**config.mk**
```make
export PLATFORM = sky130hd
export DESIGN_NAME = threshold_seq_flat
export DESIGN_NICKNAME = d
export VERILOG_FILES = /design/src/rtl/threshold_seq_if.sv /design/src/rtl/threshold_seq.sv /design/src/flat_wrapper.sv
export SDC_FILE = /design/constraint.sdc
export NUM_CORES = 1
export LEC_CHECK = 0
export CORE_MARGIN = 2
export CORE_UTILIZATION = 45
export DETAILED_ROUTE_END_ITERATION = 8
export PLACE_DENSITY = 0.82
export SYNTH_ARGS = -nofsm -noshare
export SYNTH_HDL_FRONTEND = slang
export SYNTH_SLANG_ARGS = --single-unit
```
**constraint.sdc**
```tcl
create_clock -name clk -period 3.1 [get_ports clk]
set_clock_uncertainty 0.15 [all_clocks]
set_input_delay 0.31 -clock clk [delete_from_list [all_inputs] [get_ports clk]]
set_output_delay 0.31 -clock clk [all_outputs]
set_load 0.02 [all_outputs]
```
**src/rtl/threshold_seq_if.sv**
```systemverilog
// Buffer and comparator bus between threshold_seq (master) and the pixel
// buffers plus the threshold datapath (slave).
interface threshold_seq_if #(
  parameter int ADDR_W = 14
);
  // Source read: rd_en is held for exactly one cycle, and rd_data is valid the
  // following cycle. Comparator: dp_ready low means evaluate, so dp_result is
  // valid in that same cycle. Destination write: wr_en qualifies wr_addr and
  // wr_data for one cycle. There is no backpressure on any path.
  logic              rd_en;
  logic [ADDR_W-1:0] rd_addr;
  logic [7:0]        rd_data;
  logic [7:0]        dp_pix;
  logic [7:0]        dp_thr;
  logic              dp_ready;
  logic [7:0]        dp_result;
  logic              wr_en;
  logic [ADDR_W-1:0] wr_addr;
  logic [7:0]        wr_data;

  modport master (
    output rd_en, rd_addr, dp_pix, dp_thr, dp_ready, wr_en, wr_addr, wr_data,
    input  rd_data, dp_result
  );

  modport slave (
    input  rd_en, rd_addr, dp_pix, dp_thr, dp_ready, wr_en, wr_addr, wr_data,
    output rd_data, dp_result
  );
endinterface

```
**src/rtl/threshold_seq.sv**
```systemverilog
// Frame sequencer for the 8-bit pixel threshold comparator: read, evaluate, write, 4 cycles/pixel.
// Optional THRESH_ADAPTIVE_EN: next frame's pending threshold becomes this frame's mean.
module threshold_seq #(
  parameter int         IMG_W       = 128,
  parameter int         IMG_H       = 128,
  parameter int         ADDR_W      = 14,
  parameter logic [7:0] DEFAULT_THR = 8'd128
) (
  input  logic               clk,
  input  logic               rst,
  input  logic               start,
  input  logic               cfg_we,
  input  logic [7:0]         thr_cfg,
  output logic               busy,
  output logic               done,
  output logic [2:0]         state_dbg,
  threshold_seq_if.master    bus
);
  localparam logic [ADDR_W-1:0] LAST_PIX = ADDR_W'(IMG_W * IMG_H - 1);

  typedef enum logic [2:0] {
    S_IDLE = 3'd0,
    S_RD   = 3'd1,
    S_WT   = 3'd2,
    S_EV   = 3'd3,
    S_WR   = 3'd4,
    S_FIN  = 3'd5
  } state_t;

  state_t            state;
  logic [ADDR_W-1:0] cnt;
  logic [7:0]        thr_pend;
  logic [7:0]        thr_act;
`ifdef THRESH_ADAPTIVE_EN
  logic [8+ADDR_W-1:0] acc;
`endif

  assign bus.dp_thr = thr_act;
  assign state_dbg  = state;

  always_ff @(posedge clk or posedge rst) begin
    if (rst) begin
      state        <= S_IDLE;
      cnt          <= '0;
      thr_pend     <= DEFAULT_THR;
      thr_act      <= DEFAULT_THR;
      busy         <= 1'b0;
      done         <= 1'b0;
      bus.rd_en    <= 1'b0;
      bus.rd_addr  <= '0;
      bus.dp_pix   <= 8'd0;
      bus.dp_ready <= 1'b1;
      bus.wr_en    <= 1'b0;
      bus.wr_addr  <= '0;
      bus.wr_data  <= 8'd0;
`ifdef THRESH_ADAPTIVE_EN
      acc          <= '0;
`endif
    end else begin
      if (cfg_we) thr_pend <= thr_cfg;
      case (state)
        S_IDLE: begin
          if (start) begin
            // A cfg write in the accept cycle is forwarded into this frame.
            thr_act     <= cfg_we ? thr_cfg : thr_pend;
            cnt         <= '0;
            busy        <= 1'b1;
            bus.rd_en   <= 1'b1;
            bus.rd_addr <= '0;
            state       <= S_RD;
`ifdef THRESH_ADAPTIVE_EN
            acc         <= '0;
`endif
          end
        end
        S_RD: begin
          bus.rd_en <= 1'b0;
          state     <= S_WT;
        end
        S_WT: begin
          bus.dp_pix   <= bus.rd_data;
          bus.dp_ready <= 1'b0;
          state        <= S_EV;
        end
        S_EV: begin
          bus.dp_ready <= 1'b1;
          bus.wr_en    <= 1'b1;
          bus.wr_addr  <= cnt;
          bus.wr_data  <= bus.dp_result;
          state        <= S_WR;
`ifdef THRESH_ADAPTIVE_EN
          acc          <= acc + (8+ADDR_W)'(bus.dp_pix);
`endif
        end
        S_WR: begin
          bus.wr_en <= 1'b0;
          if (cnt == LAST_PIX) begin
            done  <= 1'b1;
            state <= S_FIN;
          end else begin
            cnt         <= cnt + ADDR_W'(1);
            bus.rd_en   <= 1'b1;
            bus.rd_addr <= cnt + ADDR_W'(1);
            state       <= S_RD;
          end
        end
        S_FIN: begin
          done  <= 1'b0;
          busy  <= 1'b0;
          state <= S_IDLE;
`ifdef THRESH_ADAPTIVE_EN
          // Pixel count is 2^ADDR_W, so the mean is a plain slice.
          if (!cfg_we) thr_pend <= acc[ADDR_W +: 8];
`endif
        end
        default: state <= S_IDLE;
      endcase
    end
  end
endmodule

```
**src/flat_wrapper.sv**
```systemverilog
// flat-port wrapper written by rule: the top's interface ports become plain ports
module threshold_seq_flat 
#(
  parameter int         IMG_W       = 128,
  parameter int         IMG_H       = 128,
  parameter int         ADDR_W      = 14,
  parameter logic [7:0] DEFAULT_THR = 8'd128
)
  (clk, rst, start, cfg_we, thr_cfg, busy, done, state_dbg, bus_rd_en, bus_rd_addr, bus_dp_pix, bus_dp_thr, bus_dp_ready, bus_wr_en, bus_wr_addr, bus_wr_data, bus_rd_data, bus_dp_result);
  threshold_seq_if #(.ADDR_W(ADDR_W)) bus_i ();
  input  logic clk;
  input  logic rst;
  input  logic start;
  input  logic cfg_we;
  input  logic [7:0] thr_cfg;
  output logic busy;
  output logic done;
  output logic [2:0] state_dbg;
  output wire logic [$bits(bus_i.rd_en)-1:0] bus_rd_en;
  output wire logic [$bits(bus_i.rd_addr)-1:0] bus_rd_addr;
  output wire logic [$bits(bus_i.dp_pix)-1:0] bus_dp_pix;
  output wire logic [$bits(bus_i.dp_thr)-1:0] bus_dp_thr;
  output wire logic [$bits(bus_i.dp_ready)-1:0] bus_dp_ready;
  output wire logic [$bits(bus_i.wr_en)-1:0] bus_wr_en;
  output wire logic [$bits(bus_i.wr_addr)-1:0] bus_wr_addr;
  output wire logic [$bits(bus_i.wr_data)-1:0] bus_wr_data;
  input wire logic [$bits(bus_i.rd_data)-1:0] bus_rd_data;
  input wire logic [$bits(bus_i.dp_result)-1:0] bus_dp_result;
  assign bus_rd_en = bus_i.rd_en;
  assign bus_rd_addr = bus_i.rd_addr;
  assign bus_dp_pix = bus_i.dp_pix;
  assign bus_dp_thr = bus_i.dp_thr;
  assign bus_dp_ready = bus_i.dp_ready;
  assign bus_wr_en = bus_i.wr_en;
  assign bus_wr_addr = bus_i.wr_addr;
  assign bus_wr_data = bus_i.wr_data;
  assign bus_i.rd_data = bus_rd_data;
  assign bus_i.dp_result = bus_dp_result;
  threshold_seq #(.IMG_W(IMG_W), .IMG_H(IMG_H), .ADDR_W(ADDR_W), .DEFAULT_THR(DEFAULT_THR)) u_core (.clk(clk), .rst(rst), .start(start), .cfg_we(cfg_we), .thr_cfg(thr_cfg), .busy(busy), .done(done), .state_dbg(state_dbg), .bus(bus_i));
endmodule
```
Word level (Yosys, flattened, before mapping) --
Cells that the tools add are included.
Operators by class: add/subtract/negate cells 1, eq/ne operators 9, muxes and demuxes 15, reduce and logical (&&, ||, !) cells 12
Operators with widths (count):
- 14-bit two-way mux | 2
- 14-bit one-hot mux with 2 select lines | 1
- 3-bit one-hot mux with 5 select lines | 1
- 14-bit by 1-bit adder with 14-bit output (second input constant) | 1
- 14-bit equality test (second input constant) | 1
- 2-bit nonzero test | 5
- 8-bit two-way mux | 1
- 1-bit one-hot mux with 2 select lines | 4
- 3-bit by 2-bit equality test with 1-bit output (second input constant) | 2
- 3-bit equality test (second input constant) | 2
- 3-bit two-way mux | 2
- 2-bit AND reduction | 3
- 3-bit AND reduction | 2
- 2-bit != test (second input constant) | 2
- 3-bit by 1-bit equality test with 1-bit output (second input constant) | 1
- 3-bit logical NOT | 1
- 1-bit two-way mux | 3
- 1-bit one-hot mux with 3 select lines | 1
- 3-bit nonzero test | 1
- 2-bit by 1-bit != test with 1-bit output (second input constant) | 1
Storage, ports and cells: register bits after elaboration 68, input bits 28, output and inout bits 60, word-level logic and storage cells 49

Logic depth before layout (Yosys ltp) --
Gate-level depths: netlist (run 1).
depth in word-level cells 3, gate-level depth with buffers 6, mapped depth without buffers 5

Worst setup path after synthesis (run 1) --
Ideal clock, no wire load.
path kind register -> register, from register u_core.cnt[0], to register u_core.cnt[3], setup time 0.137 ns, arrival 1.674 ns, data required time 2.813 ns, path slack 1.140 ns, stages on the path, launching flop included 6, path buffers 0, period minus slack after synthesis 1.960 ns, cells stage by stage dfrtp_1 > ha_1 > nand4_1 > or4_1 > nand4_1 > o21ai_0
On the way: cells in the longest elaborated chain, start to end 3, elaborated cells between the ends (all ways) 6, classes of those cells add/sub (1); eq/ne (2); mux (2); reduce/logical (1)
RTL lines:
- start, declared | RTL line threshold_seq.sv:31 | logic [ADDR_W-1:0] cnt;
- start signal, assigned | RTL line threshold_seq.sv:101 | cnt <= cnt + ADDR_W'(1);
- 14-bit by 1-bit adder with 14-bit output or 14-bit equality test (tied branches) | RTL line threshold_seq.sv:101, threshold_seq.sv:97
- 14-bit two-way mux or 2-bit != test (tied branches)
- 14-bit one-hot mux with 2 select lines or 3-bit AND reduction (tied branches)
Parallel ways exist; a longest one is shown, timed or not. The select of a mux whose other input is x is not followed. A chain may end at the register's enable or synchronous reset.

Worst setup path after layout (run 1) --
from register u_core.state[2] (netlist: u_core.state_dbg[2]), to register u_core.cnt[1]
On the way: cells in the longest elaborated chain, start to end 3, elaborated cells between the ends (all ways) 7, classes of those cells eq/ne (3); mux (1); reduce/logical (3)
RTL lines:
- start, declared | RTL line threshold_seq.sv:30 | state_t state;
- start signal, assigned | RTL line threshold_seq.sv:43 | state <= S_IDLE;
- start signal, assigned | RTL line threshold_seq.sv:70 | state <= S_RD;
- start signal, assigned | RTL line threshold_seq.sv:78 | state <= S_WT;
- 3-bit equality test or 3-bit logical NOT (tied branches) | RTL line threshold_seq.sv:61 | case (state)
- 2-bit != test (no source line) or 2-bit nonzero test (tied branches)
- 3-bit AND reduction (no source line)
Parallel ways exist; a longest one is shown, timed or not.

==> results of run 1 <==
## layout make-up
cell class | instances | area [µm²]
clock buffers | 10 | 138
well taps | 77 | 96.3
flip-flops and latches | 68 | 1710
multi-input cells | 143 | 1120
repair buffers | 91 | 913
inverters | 7 | 26.3
clock inverters | 6 | 40.0
fillers | 509 | 2270
## synth_stat cells (2+ instances only)
cell type,count,share of area
a21oi_1,9,0.015
xnor2_1,2,0.0060
nand3_1,7,0.012
nand2b_1,2,0.0043
clkbuf_1,4,0.0051
buf_2,6,0.010
nor4_1,4,0.0085
or3_1,2,0.0043
inv_1,7,0.0090
nor2b_1,3,0.0064
a211oi_1,2,0.0051
dfstp_2,3,0.027
and3_1,3,0.0064
a22o_1,3,0.0090
o21ai_1,3,0.0051
nand4_1,8,0.017
mux2_2,43,0.17
o31ai_1,6,0.015
and2_1,2,0.0043
dfrtp_1,65,0.55
o21ai_0,13,0.022
nand2_1,7,0.0090
buf_6,2,0.0077
nor2_1,4,0.0051
nor3_1,3,0.0051
## registers in the layout, indices dropped and copies added, names as in the netlist
name / count
u_core.bus.dp_ready: 1
u_core.busy: 1
u_core.bus.rd_en: 1
u_core.bus.wr_data: 8
u_core.bus.wr_addr: 14
u_core.bus.wr_en: 1
u_core.done: 1
u_core.bus.dp_thr: 8
u_core.bus.dp_pix: 8
u_core.state_dbg: 3
u_core.thr_pend: 8
u_core.cnt: 14
## power by group
part	switching (mW)	total [mW]	leakage (nW)	internal [mW]
clock	0.340	0.649	0.0803	0.308
combinational	0.662	1.37	0.758	0.712
sequential	0.177	1.32	0.856	1.14
total	1.18	3.34	1.69	2.16
## worst max-delay path: cells and delay by family, from the launching register on
kind / cells / cell delay (ns)
flops: 1 / 0.53
compound gates: 2 / 1.21
simple gates: 1 / 0.32
## per-stage QoR
| stage | total power, mW | worst slack, ns | cell area [µm²] |
|---|---|---|---|
| 3_3_place_gp | 2.68 | 0.684 | 3860 |
| 5_1_grt | 3.53 | 0.569 | 4040 |
| 6_report | 3.34 | 0.749 | 4040 |
| 3_5_place_dp | 2.72 | 0.525 | 3860 |
| 4_1_cts | 3.38 | 0.770 | 4040 |
| 2_1_floorplan | 2.12 | 0.933 | 2930 |
## kinds of logic after synthesis
group           Yosys count  synth area share
xor+xnor                  3           0.00896
flops                    68             0.582
simple gates             54             0.114
compound gates           42            0.0896
mux                      43             0.165
buf+inv                  21            0.0363
fa+ha+maj                 1           0.00427
## worst min-delay path by stage
stage | slack [ns] | from | depth (start not counted) | end
6_report | 0.24 | rst | 2 | u_core.thr_pend[1]
4_1_cts | 0.26 | rst | 2 | u_core.thr_pend[1]
5_1_grt | 0.29 | rst | 2 | u_core.thr_pend[1]
3_3_place_gp | 0.32 | u_core.bus.wr_addr[8] | 2 | u_core.bus.wr_addr[8]
2_1_floorplan | 0.31 | bus_dp_result[1] | 1 | u_core.bus.wr_data[1]
3_5_place_dp | 0.32 | u_core.bus.wr_addr[8] | 2 | u_core.bus.wr_addr[8]
## routing by layer
layer | part of all wire | global-route usage
met1 | 0.43 | 0.241
met2 | 0.47 | 0.292
met3 | 0.082 | 0.0718
met4 | 0.015 | 0.0837
met5 | 0 | 0
==> results.toml, run 1 <==
[run_status]
status = "finished, final reports clean"

[die]
rows = 29
start_util = 0.464
core_mm2 = 0.00631
die_w_um = 84.7
dieArea_mm2 = 0.00718
die_height_um = 84.7
pin_count = 88

[clock_tree]
cts_sinks = 68
cts.clk_slew.worst_paths_ns = 0.08
h-tree-depth = 3
clk_latency_ns = 0.35
numCtsBuffers = 9
cts_resized = 0
tritoncts = "done"
cts_setup_buffers = 0
clockBufferDepth = 2
hold_buffers = 0
cts-root-buf = "clkbuf_8"

[grt]
antenna_found_initial = 0
grt_overflow = 0
grt_pass1_wl_um = 10600
grt_pass1_vias = 2159
track_usage = 0.190
grt_max_degree = 36

[layout]
fin_util = 0.640
syn2layout_area_growth_pct = 37.8
drive_above_1_share = 0.225
final_common_cell = "clkdlybuf4s50_1"
fin_cells = 402
final_cell_mix = "clkdlybuf4s50_1, dfrtp_1, mux2_2, o21ai_0, clkbuf_8"
diodes = 0
final_nets = 349

[worst_setup_path]
critical_path.max_stage_delay_ns = 1.10
r2r_start = "u_core.state_dbg[2]"
rr_endpoint = "u_core.cnt[1]"
crit_fanout = 13
cp_common_cell = "o21ai_0"
worstSetupEndpoint = "u_core.cnt[1]"
path_cells = "o21ai_0 -> or2_2 -> o21ai_0"
crit_type = "reg -> reg"
endpoint_kind = "flip-flop"
cp.required_ns = 3.17
slowest_stage = "o21ai_0"
critical_path.startpoint_type = "flip-flop"
r2r_cells = 3
worstPathArrival_ns = 2.42
r2r_slack_ns = 0.75
crit_path_start = "u_core.state_dbg[2]"

[timing]
rsz0062_at_grt = "no"
setup_tns_ns = 0
relSlewSlack = 0.0956
fin_crit_ns = 2.35
maxSlewViolCount = 0
clock.fmax_mhz = 425
whs_ns = 0.243
setup_viol_count_final = 0
post-route-period-util = 0.758
worst_pin_slew_ns = 1.34
finalHoldViolCount = 0

[synth]
ys_types = 44
synth-edff-count = 0
synth_fp_nets = 261
syn_area_mm2 = 0.00293
ys_seq_area_frac = 0.582
synth_seq_cells = 68
synthArstFlopShare = 1.00
postSynthAreaPerCell_um2 = 12.6
syn_inst = 232
yosys_warnings = 0
synthFlopType = "dfrtp_1"

[flow_run]
drv_cap = 0

[routing]
detail_route.wl_per_cell_um = 15.6
num_vias = 2165
routed_wl_um = 6280
drt_first_pass_iters = 4
vias_per_cell = 5.39
drt-initial-drc-count = 123
drc = 0
route.antenna.remaining_nets = 0

[power_and_ir_drop]
ir_drop_v = 0.000685
powerDensity_mw_per_mm2 = 827
leakage_nw = 1.69

[placement]
place_congestion = 0.857
io_buffers = 87
dp_hpwl_um = 4390
post-place-cells = 386

[hold_path]
hold_path_class = "in -> async"
Note: power is estimated with default switching activity, not from simulation.
==> inputs of run 2 (changes only) <==
==> constraint.sdc (replaced) <==
create_clock -name clk -period 2.34 [get_ports clk]
set_clock_uncertainty 0.15 [all_clocks]
set_input_delay 0.234 -clock clk [delete_from_list [all_inputs] [get_ports clk]]
set_output_delay 0.234 -clock clk [all_outputs]
set_load 0.02 [all_outputs]
==> run 2 against run 1 <==
Net effect:
- critical path depth is 2 higher
- highest routed layer unchanged
- global-route usage is 0.15 points lower
- first-iteration DRC count increased by 27%
- sequential share of layout area shrank 1.0 points
- cell area is 2.5% higher
- via count is 0.74% higher
- clock power rose by 80%
- total power rose by 42%
==> results.toml, run 2 (synthesis results as in run 1) <==
[layout]
fin_util = 0.656
drive_above_1_share = 0.234
final_common_cell = "clkdlybuf4s50_1"
final_cell_mix = "clkdlybuf4s50_1, dfrtp_1, mux2_2, o21ai_0, clkbuf_8"
final_nets = 353
diodes = 0
syn2layout_area_growth_pct = 41.2
top_regs = "u_core.bus.wr_addr (14), u_core.cnt (14)"

[clock_tree]
cts_sinks = 68
cts_setup_buffers = 0
numCtsBuffers = 9
cts-root-buf = "clkbuf_8"
cts_resized = 0
h-tree-depth = 3
cts.clk_slew.worst_paths_ns = 0.07
tritoncts = "done"
clockBufferDepth = 2
hold_buffers = 0
clk_latency_ns = 0.34

[placement]
dp_hpwl_um = 4480
io_buffers = 87
pre_cts_ws_ns = 0.345
place_congestion = 0.892

[grt]
grt_overflow = 0
grt_pass1_vias = 2177
antenna_found_initial = 0
grt_max_degree = 52
track_usage = 0.189
grt_pass1_wl_um = 10700

[timing]
setup_tns_ns = 0
fin_crit_ns = 2.04
worst_pin_slew_ns = 0.676
relSlewSlack = 0.547
clock.fmax_mhz = 490
setup_slack_ns = 0.297
post-route-period-util = 0.873
finalHoldViolCount = 0
rsz0062_at_grt = "no"
maxSlewViolCount = 0
setup_viol_count_final = 0

[routing]
drt-initial-drc-count = 156
drc = 0
num_vias = 2181
route.antenna.remaining_nets = 0
drt_first_pass_iters = 5
routed_wl_um = 6330
detail_route.wl_per_cell_um = 15.6
vias_per_cell = 5.37

[power_and_ir_drop]
leakage_nw = 1.76
ir_drop_v = 0.000774
clock_power_share = 0.247
p_int_mw = 3.21
p_seq_frac = 0.366
powerDensity_mw_per_mm2 = 1150
p_sw_mw = 1.55
pwr-share-comb = 0.387
swShare = 0.325

[die]
dieArea_mm2 = 0.00718
core_mm2 = 0.00631
die_w_um = 84.7
die_height_um = 84.7
start_util = 0.464
pin_count = 88
rows = 29

[worst_setup_path]
crit_type = "reg -> reg"
critical_path.startpoint_type = "flip-flop"
worstPathArrival_ns = 2.10
cp.required_ns = 2.40
endpoint_kind = "flip-flop"
crit_fanout = 6

[run_status]
status = "finished, final reports clean"

[flow_run]
drv_cap = 0

[hold_path]
hold_path_class = "in -> async"
[run 2: cell types whose count changed in the layout (fill, tap and decap cells not counted)]
cell,delta
clkinvlp_4,-3
clkinv_4,+1
clkinv_2,-1
buf_4,+4
bufinv_16,+3
[run 2: stage by stage]
| step | area, µm² | cells | power, mW | hold WS, ns |
|---|---|---|---|---|
| floorplan | 2930 | 232 | 2.80 | 0.235 |
| global placement | 3890 | 390 | 3.58 | 0.315 |
| detailed placement | 3890 | 390 | 3.62 | 0.331 |
| CTS | 4140 | 406 | 4.82 | 0.0370 |
| global route | 4140 | 406 | 5.02 | 0.0771 |
| finish | 4140 | 406 | 4.76 | 0.0436 |
[run 2: worst max-delay path, stage by stage, from the launching register on]
cell     delay [ns]
dfrtp_1        0.44
ha_1           0.31
nand4_1        0.19
or4_1          0.63
nand3_1        0.11
o21ai_0        0.08
[run 2: final timing paths]
path	startpoint	endpoint	slack, ns	cells after the start
setup / recovery	u_core.cnt[0]	u_core.cnt[2]	0.30	5
hold / removal	rst	u_core.bus.dp_pix[0]	0.04	2
setup reg to reg	u_core.cnt[0]	u_core.cnt[2]	0.30	5
hold reg to reg	u_core.bus.wr_addr[4]	u_core.bus.wr_addr[4]	0.34	2
max in group asynchronous	rst	u_core.bus.wr_data[3]	1.39	3
min in group clk	u_core.bus.wr_addr[4]	u_core.bus.wr_addr[4]	0.34	2
[run 2: cell type report]
type,instances,area [µm²]
inverters,7,26.3
flip-flops and latches,68,1710
multi-input cells,143,1120
clock inverters,6,111
well taps,77,96.3
fillers,482,2170
repair buffers,95,943
clock buffers,10,138
[run 2: layer usage]
metal | wire, µm | GRT usage | vias up
li1 | - | - | 1033
met1 | 2680 | 0.249 | 1045
met2 | 3010 | 0.283 | 95
met3 | 570 | 0.0718 | 8
met4 | 80 | 0.0722 | 0
met5 | 0 | 0 | -
[run 2: power by group through the flow]
| stage | registers, mW | logic [mW] | clock network [mW] |
|---|---|---|---|
| 6_report | 1.74 | 1.84 | 1.17 |
| 5_1_grt | 1.79 | 1.96 | 1.27 |
| 4_1_cts | 1.74 | 1.87 | 1.21 |
| 3_5_place_dp | 1.76 | 1.86 | 0 |
| 3_3_place_gp | 1.75 | 1.83 | 0 |
| 2_1_floorplan | 2.07 | 0.727 | 0 |
==> inputs of run 3 (changes only) <==
--- a/config.mk
+++ b/config.mk
@@ -5,6 +5,7 @@
 export SDC_FILE = /design/constraint.sdc
 export NUM_CORES = 1
 export LEC_CHECK = 0
+export ABC_CLOCK_PERIOD_IN_PS = 2340
 export CORE_MARGIN = 2
 export CORE_UTILIZATION = 45
 export DETAILED_ROUTE_END_ITERATION = 8
==> results of run 3 <==
The final DEF is identical to that of run 2; final timing and power are the same.
